### src/rtl/cmacc_seq.sv
// Job sequencer for one cmacc complex MAC: streams LEN operand pairs, aligns sload, drains, returns sum(a*b).
// Optional CMACC_SEQ_CONJ_EN: negate b imaginary (saturating) so the job returns sum(a*conj(b)).
//
// state | meaning
// IDLE  | waiting for start; cmacc not clocked
// RUN   | accepting operand pairs; mac_ce follows in_valid
// DRAIN | flushing the cmacc pipeline with zero operands, MAC_LAT-1 cycles
// CAPT  | mac_pr/mac_pi hold the final sum; copied into the result registers
// DONE  | result valid, waiting for res_ready
module cmacc_seq #(
  parameter int AWIDTH  = 16,
  parameter int BWIDTH  = 18,
  parameter int SIZEOUT = 40,
  parameter int LEN_W   = 12,
  parameter int MAC_LAT = 6
) (
  input  logic                      clk,
  input  logic                      rst,
  input  logic                      start,
  input  logic [LEN_W-1:0]          len,
  output logic                      busy,
  input  logic                      in_valid,
  output logic                      in_ready,
  input  logic signed [AWIDTH-1:0]  in_ar,
  input  logic signed [AWIDTH-1:0]  in_ai,
  input  logic signed [BWIDTH-1:0]  in_br,
  input  logic signed [BWIDTH-1:0]  in_bi,
  output logic                      mac_ce,
  output logic                      mac_sload,
  output logic signed [AWIDTH-1:0]  mac_ar,
  output logic signed [AWIDTH-1:0]  mac_ai,
  output logic signed [BWIDTH-1:0]  mac_br,
  output logic signed [BWIDTH-1:0]  mac_bi,
  input  logic signed [SIZEOUT-1:0] mac_pr,
  input  logic signed [SIZEOUT-1:0] mac_pi,
  output logic                      res_valid,
  input  logic                      res_ready,
  output logic signed [SIZEOUT-1:0] res_re,
  output logic signed [SIZEOUT-1:0] res_im
);

  localparam int IDX_W = $clog2(MAC_LAT);
  localparam logic [IDX_W-1:0] SLOAD_IDX = IDX_W'(MAC_LAT - 2);

  typedef enum logic [2:0] {S_IDLE, S_RUN, S_DRAIN, S_CAPT, S_DONE} state_t;

  state_t             state, state_nxt;
  logic [LEN_W-1:0]   rem_cnt;
  logic [IDX_W-1:0]   drain_cnt;
  logic [IDX_W-1:0]   ce_idx;
  logic               sload_done;
  logic signed [BWIDTH-1:0] bi_eff;

`ifdef CMACC_SEQ_CONJ_EN
  localparam logic signed [BWIDTH-1:0] B_MIN = {1'b1, {(BWIDTH-1){1'b0}}};
  localparam logic signed [BWIDTH-1:0] B_MAX = {1'b0, {(BWIDTH-1){1'b1}}};
  // the most negative code has no positive twin, so it clamps
  assign bi_eff = (in_bi == B_MIN) ? B_MAX : -in_bi;
`else
  assign bi_eff = in_bi;
`endif

  always_ff @(posedge clk or posedge rst) begin
    if (rst) state <= S_IDLE;
    else     state <= state_nxt;
  end

  always_comb begin
    state_nxt = state;
    case (state)
      S_IDLE:  if (start) state_nxt = (len == '0) ? S_DONE : S_RUN;
      S_RUN:   if (in_valid && rem_cnt == LEN_W'(1)) state_nxt = S_DRAIN;
      S_DRAIN: if (drain_cnt == '0) state_nxt = S_CAPT;
      S_CAPT:  state_nxt = S_DONE;
      S_DONE:  if (res_ready) state_nxt = S_IDLE;
      default: state_nxt = S_IDLE;
    endcase
  end

  always_comb begin
    busy      = (state != S_IDLE);
    in_ready  = (state == S_RUN);
    res_valid = (state == S_DONE);
    mac_ce    = 1'b0;
    mac_ar    = '0;
    mac_ai    = '0;
    mac_br    = '0;
    mac_bi    = '0;
    case (state)
      S_RUN: begin
        mac_ce = in_valid;
        mac_ar = in_ar;
        mac_ai = in_ai;
        mac_br = in_br;
        mac_bi = bi_eff;
      end
      S_DRAIN: mac_ce = 1'b1;
      default: ;
    endcase
    // accumulator restarts exactly when the first product of this job reaches it
    mac_sload = mac_ce && (ce_idx == SLOAD_IDX) && !sload_done;
  end

  always_ff @(posedge clk or posedge rst) begin
    if (rst) begin
      rem_cnt    <= '0;
      drain_cnt  <= '0;
      ce_idx     <= '0;
      sload_done <= 1'b0;
      res_re     <= '0;
      res_im     <= '0;
    end else begin
      if (state == S_IDLE && start) begin
        rem_cnt    <= len;
        drain_cnt  <= SLOAD_IDX;
        ce_idx     <= '0;
        sload_done <= 1'b0;
        if (len == '0) begin
          res_re <= '0;
          res_im <= '0;
        end
      end
      if (mac_ce && ce_idx != SLOAD_IDX) ce_idx <= ce_idx + IDX_W'(1);
      if (mac_sload) sload_done <= 1'b1;
      if (state == S_RUN && in_valid) rem_cnt <= rem_cnt - LEN_W'(1);
      if (state == S_DRAIN && drain_cnt != '0) drain_cnt <= drain_cnt - IDX_W'(1);
      if (state == S_CAPT) begin
        res_re <= mac_pr;
        res_im <= mac_pi;
      end
    end
  end

endmodule

### config.mk
export PLATFORM = sky130hd
export DESIGN_NAME = cmacc_seq
export DESIGN_NICKNAME = d
export VERILOG_FILES = /design/src/rtl/cmacc_seq.sv
export SDC_FILE = /design/constraint.sdc
export NUM_CORES = 1
export LEC_CHECK = 0
export CAP_MARGIN = 0
export CORE_AREA = 2 2 124 126
export CTS_CLUSTER_SIZE = 16
export DETAILED_ROUTE_END_ITERATION = 10
export DIE_AREA = 0 0 126 128
export PLACE_DENSITY = 0.72
export SLEW_MARGIN = 20
export SYNTH_ARGS = -nofsm -noshare
export SYNTH_HDL_FRONTEND = slang
export SYNTH_SLANG_ARGS = --single-unit
### constraint.sdc
create_clock -name clk -period 4.1 [get_ports clk]
set_clock_uncertainty 0.1 [all_clocks]
set_input_delay 0.41 -clock clk [delete_from_list [all_inputs] [get_ports clk]]
set_output_delay 0.41 -clock clk [all_outputs]
set_load 0.02 [all_outputs]
* Word-level counts from Yosys, hierarchy flattened
Index checks and enable logic that the tools add are counted. W data, S select, Z words.
Word-level totals: bits in latches 0, ROM bits 0, flip-flop bits (word level) 102, output and inout bits 153, memory bits (writable) 0, memories 0
Operators by class: $add $sub $neg 3, bitwise logic cells 0, equal/unequal tests 11, shifts and indexed selects 0, reduce and logical (&&, ||, !) cells 21, div/mod/pow operators 0, multiply operators 0, muxes and demuxes 23, magnitude comparators 0
Operators with widths (number):
- $mux W40 | 4
- $mux W18 | 2
- $mux W16 | 2
- $mux W3 | 9
- $mux W12 | 2
- $pmux W3 S5 | 1
- $eq A12 B1 Y1 const B | 1
- $logic_not A12 Y1 | 1
- $reduce_bool A2 Y1 | 6
- $sub A12 B1 Y12 const B | 1
- $logic_and A1 B1 Y1 | 7
- $eq A3 B2 Y1 const B | 2
- $eq A3 B3 Y1 const B | 2
- $logic_not A3 Y1 | 2
- $reduce_bool A3 Y1 | 2
- $ne A2 B1 Y1 const B | 2
- $ne A2 B2 Y1 const B | 2
- $reduce_and A4 Y1 | 1
- $add A3 B1 Y3 const B | 1
- $eq A3 B1 Y1 const B | 1
- $ne A3 B3 Y1 const B | 1
- $sub A3 B1 Y3 const B | 1
- $mux W1 | 2
- $pmux W1 S2 | 1
- 2 further kinds | 2

* Depth between registers and ports, before layout
depth in word-level cells 5, mapped depth 6, gate-level depth less buffers 6

* Worst setup path before layout
No wires, ideal clock.
path kind register -> output, start point register state[1], end point output port mac_sload, slack 1.945 ns, path buffers 1, required time 3.590 ns, stages on the path, launching flop included 4, data arrival time 1.645 ns, cells stage by stage dfrtp_1 > clkbuf_1 > or3b_2 > a211oi_1
Between the ends: word-level cells in the longest chain between the ends 4
Ends and longest elaborated chain:
- start: declaration | RTL line 47 | state_t state, state_nxt;
- start signal: assignment | RTL line 65 | else state <= state_nxt;
- $eq A3 B2 Y1 / $eq A3 B1 Y1 (equally long branches) | RTL line 89 | case (state)
- $pmux W1 S2 * | RTL line 89
- $logic_and A1 B1 Y1 * (2 in series) | RTL line 101 | mac_sload = mac_ce && (ce_idx == SLOAD_IDX) && !sload_done;
- end: declaration | RTL line 29 | output logic mac_sload,
Mark *: on every way between the ends. The rest lies on a longest branch, timed or not.

* Worst setup path after layout
start point register state[2], end point output port mac_ar[5]
Between the ends: word-level cells in the longest chain between the ends 2
Ends and longest elaborated chain:
- $eq A3 B1 Y1 | RTL line 89
- $mux W16 | RTL line 89
- end: declaration | RTL line 30 | output logic signed [AWIDTH-1:0] mac_ar,
Every way passes these cells.

==> flow_metrics.py <==
metrics = {
    "routing": {
        "wirelength_um": 15700,
        "wl_per_cell_um": 17.6,
        "viasPerCell": 4.86,
        "ant_nets": 0,
        "drtIter0Drc": 153,
        "drtPass1Iterations": 4,
        "remaining_drc_errors": 0,
        "vias": 4321,
    },
    "timing": {
        "layout_setup_ws_ps": 1130,
        "finalHoldViolCount": 0,
        "relSlewSlack_pct": 40.6,
        "fmax_mhz": 337,
        "drv_slew": 0,
        "min_period_ps": 2970,
        "setup_violations": 0,
        "post-route-period-util_pct": 72.5,
        "worst_pin_slew_ps": 889,
        "fin_setup_tns_ps": 0,
        "rsz0062_at_grt": "no",
    },
    "place": {
        "post-place-ws_ps": 1300,
        "io_buffers": 317,
        "routabilityCongestion": 0.891,
        "dp_hpwl_um": 11700,
        "placed_cell_area_um2": 7890,
    },
    "global_route": {
        "grt-ovfl-total": 0,
        "grt_first_pass_wirelength_um": 23700,
        "track_usage_pct": 18.7,
        "grt_pass1_vias": 4333,
        "grt_max_degree": 81,
        "antenna_found_initial": 0,
    },
    "cts": {
        "root_buffer": "clkbuf_16",
        "clk_latency_ps": 350,
        "cts_made_buffers": 9,
        "cts.sinks": 102,
        "clockBufferDepth": 2,
        "postCtsSetupRepairBufs": 0,
        "htreeDepth": 3,
        "cts_resized": 0,
        "cts_hold_buf": 0,
        "clk_pin_slew_worst_paths_ps": 70,
        "tritoncts": "done",
    },
    "pwr": {
        "leakagePower_nw": 3.53,
        "comb_power_share_pct": 44.7,
        "p_int_mw": 2.72,
        "pwr-share-clk_pct": 19.9,
        "seqPwrFrac_pct": 35.4,
        "finalPower_mw": 4.18,
        "peakVddDrop_v": 0.000314,
        "cellPowerDensity_nw_per_um2": 512,
        "power_switching_share_pct": 35.1,
        "p_sw_mw": 1.47,
    },
    "worst_hold_path": {
        "holdCritPathClass": "reg2reg",
    },
    "yosys": {
        "synth_cell_types": 43,
        "yosysWarningCount": 0,
        "yosysSeqAreaShare_pct": 56.2,
        "ys_seq_elements": 102,
        "syn_avg_cell_area_um2": 11.6,
        "synth_top_flop_cell": "dfrtp_1",
        "syn_inst": 392,
        "synth_nets": 563,
        "synth_edf_count": 0,
        "async_reset_ff_share_pct": 100,
        "synth_area_um2": 4540,
    },
    "setup_path": {
        "cp.required_ps": 3590,
        "end_kind": "output pin",
        "path_max_fanout": 73,
        "crit_arrival_ps": 2460,
        "path_class": "reg2out",
        "rrSetupSlack_ps": 1840,
        "critPathLaunchType": "register",
    },
    "layout": {
        "final_nets": 868,
        "syn_to_final_growth_pct": 80.2,
        "design_area_um2": 8180,
        "fin_util_pct": 55.0,
        "drive_above_1_share_pct": 4.84,
        "num_antenna_cells": 0,
    },
    "die": {
        "die_h_um": 128,
        "ios": 318,
        "start_util_pct": 30.5,
        "die-area_um2": 16100,
        "die_w_um": 126,
        "rows": 45,
        "core_um2": 14900,
    },
    "job": {
        "cap_violations": 0,
    },
    "outcome": {
        "status": "finished, final reports clean",
    },
}
worst max-delay path: stages, from the launching register on:
cell and delay (ps):
dfrtp_1 530, nor3b_4 220, buf_4 470, and2_1 210, clkdlybuf4s50_1 660
state kept, by name (all words and copies together) (netlist names):
signal and count:
state 3, rem_cnt 12, ce_idx 3, res_im 40, sload_done 1, drain_cnt 3
res_re 40
final timing paths:
check / from / to / cells after the start
worst max-delay path: state[2]$_DFFE_PP0P_ / mac_ar[5] / 4
worst min-delay path: sload_done$_DFFE_PP0P_ / sload_done$_DFFE_PP0P_ / 1
max in group asynchronous: rst / res_im[22]$_DFFE_PP0P_ / 3
worst min register to register: sload_done$_DFFE_PP0P_ / sload_done$_DFFE_PP0P_ / 1
min in group asynchronous: rst / res_re[12]$_DFFE_PP0P_ / 2
worst max register to register: state[2]$_DFFE_PP0P_ / res_im[34]$_DFFE_PP0P_ / 4
metrics by stage:
step | hold slack [ps] | instances
4_1_cts | 397 | 890
6_report | 395 | 890
5_1_grt | 409 | 890
3_5_place_dp | 380 | 874
3_3_place_gp | 381 | 874
2_1_floorplan | 351 | 392
metal layers:
metal,part of all wire (%),GRT usage [%]
met5,0,0
met4,1.5,4.91
met3,7.1,6.22
met2,48,29.7
met1,43,24.9
power by group through the flow:
stage | Clock, mW | Combinational, mW | Sequential [mW]
4_1_cts | 0.857 | 1.89 | 1.48
2_1_floorplan | 0 | 0.721 | 1.68
6_report | 0.833 | 1.87 | 1.48
3_3_place_gp | 0 | 1.84 | 1.48
5_1_grt | 0.900 | 1.99 | 1.51
3_5_place_dp | 0 | 1.88 | 1.48
Yosys cell counts (2+ instances only):
library cell | count | share of area (%)
o21ai_0 | 11 | 1.2
o211ai_1 | 3 | 0.50
or4_1 | 2 | 0.33
nand2_1 | 18 | 1.5
nor4_1 | 4 | 0.55
o311ai_0 | 2 | 0.39
nand3_1 | 6 | 0.66
inv_1 | 13 | 1.1
a21oi_1 | 5 | 0.55
a21o_1 | 3 | 0.50
dfrtp_1 | 102 | 56
mux2i_1 | 3 | 0.66
nor2_1 | 9 | 0.74
buf_6 | 3 | 0.74
clkbuf_1 | 26 | 2.1
a22o_1 | 81 | 16
ha_1 | 6 | 1.7
nor2b_1 | 2 | 0.28
or4_4 | 2 | 0.50
and2_1 | 68 | 9.4
final cells by class:
cell class	instances	area, um2
tap	188	235
fill	1265	6690
sequential	102	2550
clock buffer	13	260
inverter	13	51.3
clock inverter	3	27.5
timing repair buffer	324	3230
multi-input combinational	247	1830
kinds of logic after synthesis:
group / Yosys count / synth area share [%]
multiplexers: 4 / 0.910
flip-flops: 102 / 56.2
buffers and inverters: 43 / 4.08
adder cells (fa/ha/maj): 6 / 1.65
AO/OA/AOI/OAI: 113 / 20.2
AND/OR/NAND/NOR: 124 / 16.9
cells in the final DEF, fill, tap and decap left out, types with 3 or more instances in the layout:
| master | n |
|---|---|
| clkdlybuf4s50_1 | 317 |
| dfrtp_1 | 102 |
| a22o_1 | 81 |
| and2_1 | 68 |
| nand2_1 | 18 |
| inv_1 | 12 |
| o21ai_0 | 11 |
| clkbuf_16 | 9 |
| nor2_1 | 8 |
| buf_4 | 7 |
| nand3_1 | 6 |
| ha_1 | 6 |
| nor4_1 | 4 |
| a21oi_1 | 4 |
| a21o_1 | 3 |
| mux2i_1 | 3 |
| o211ai_1 | 3 |
No activity file was read; power rests on OpenSTA's default activity.
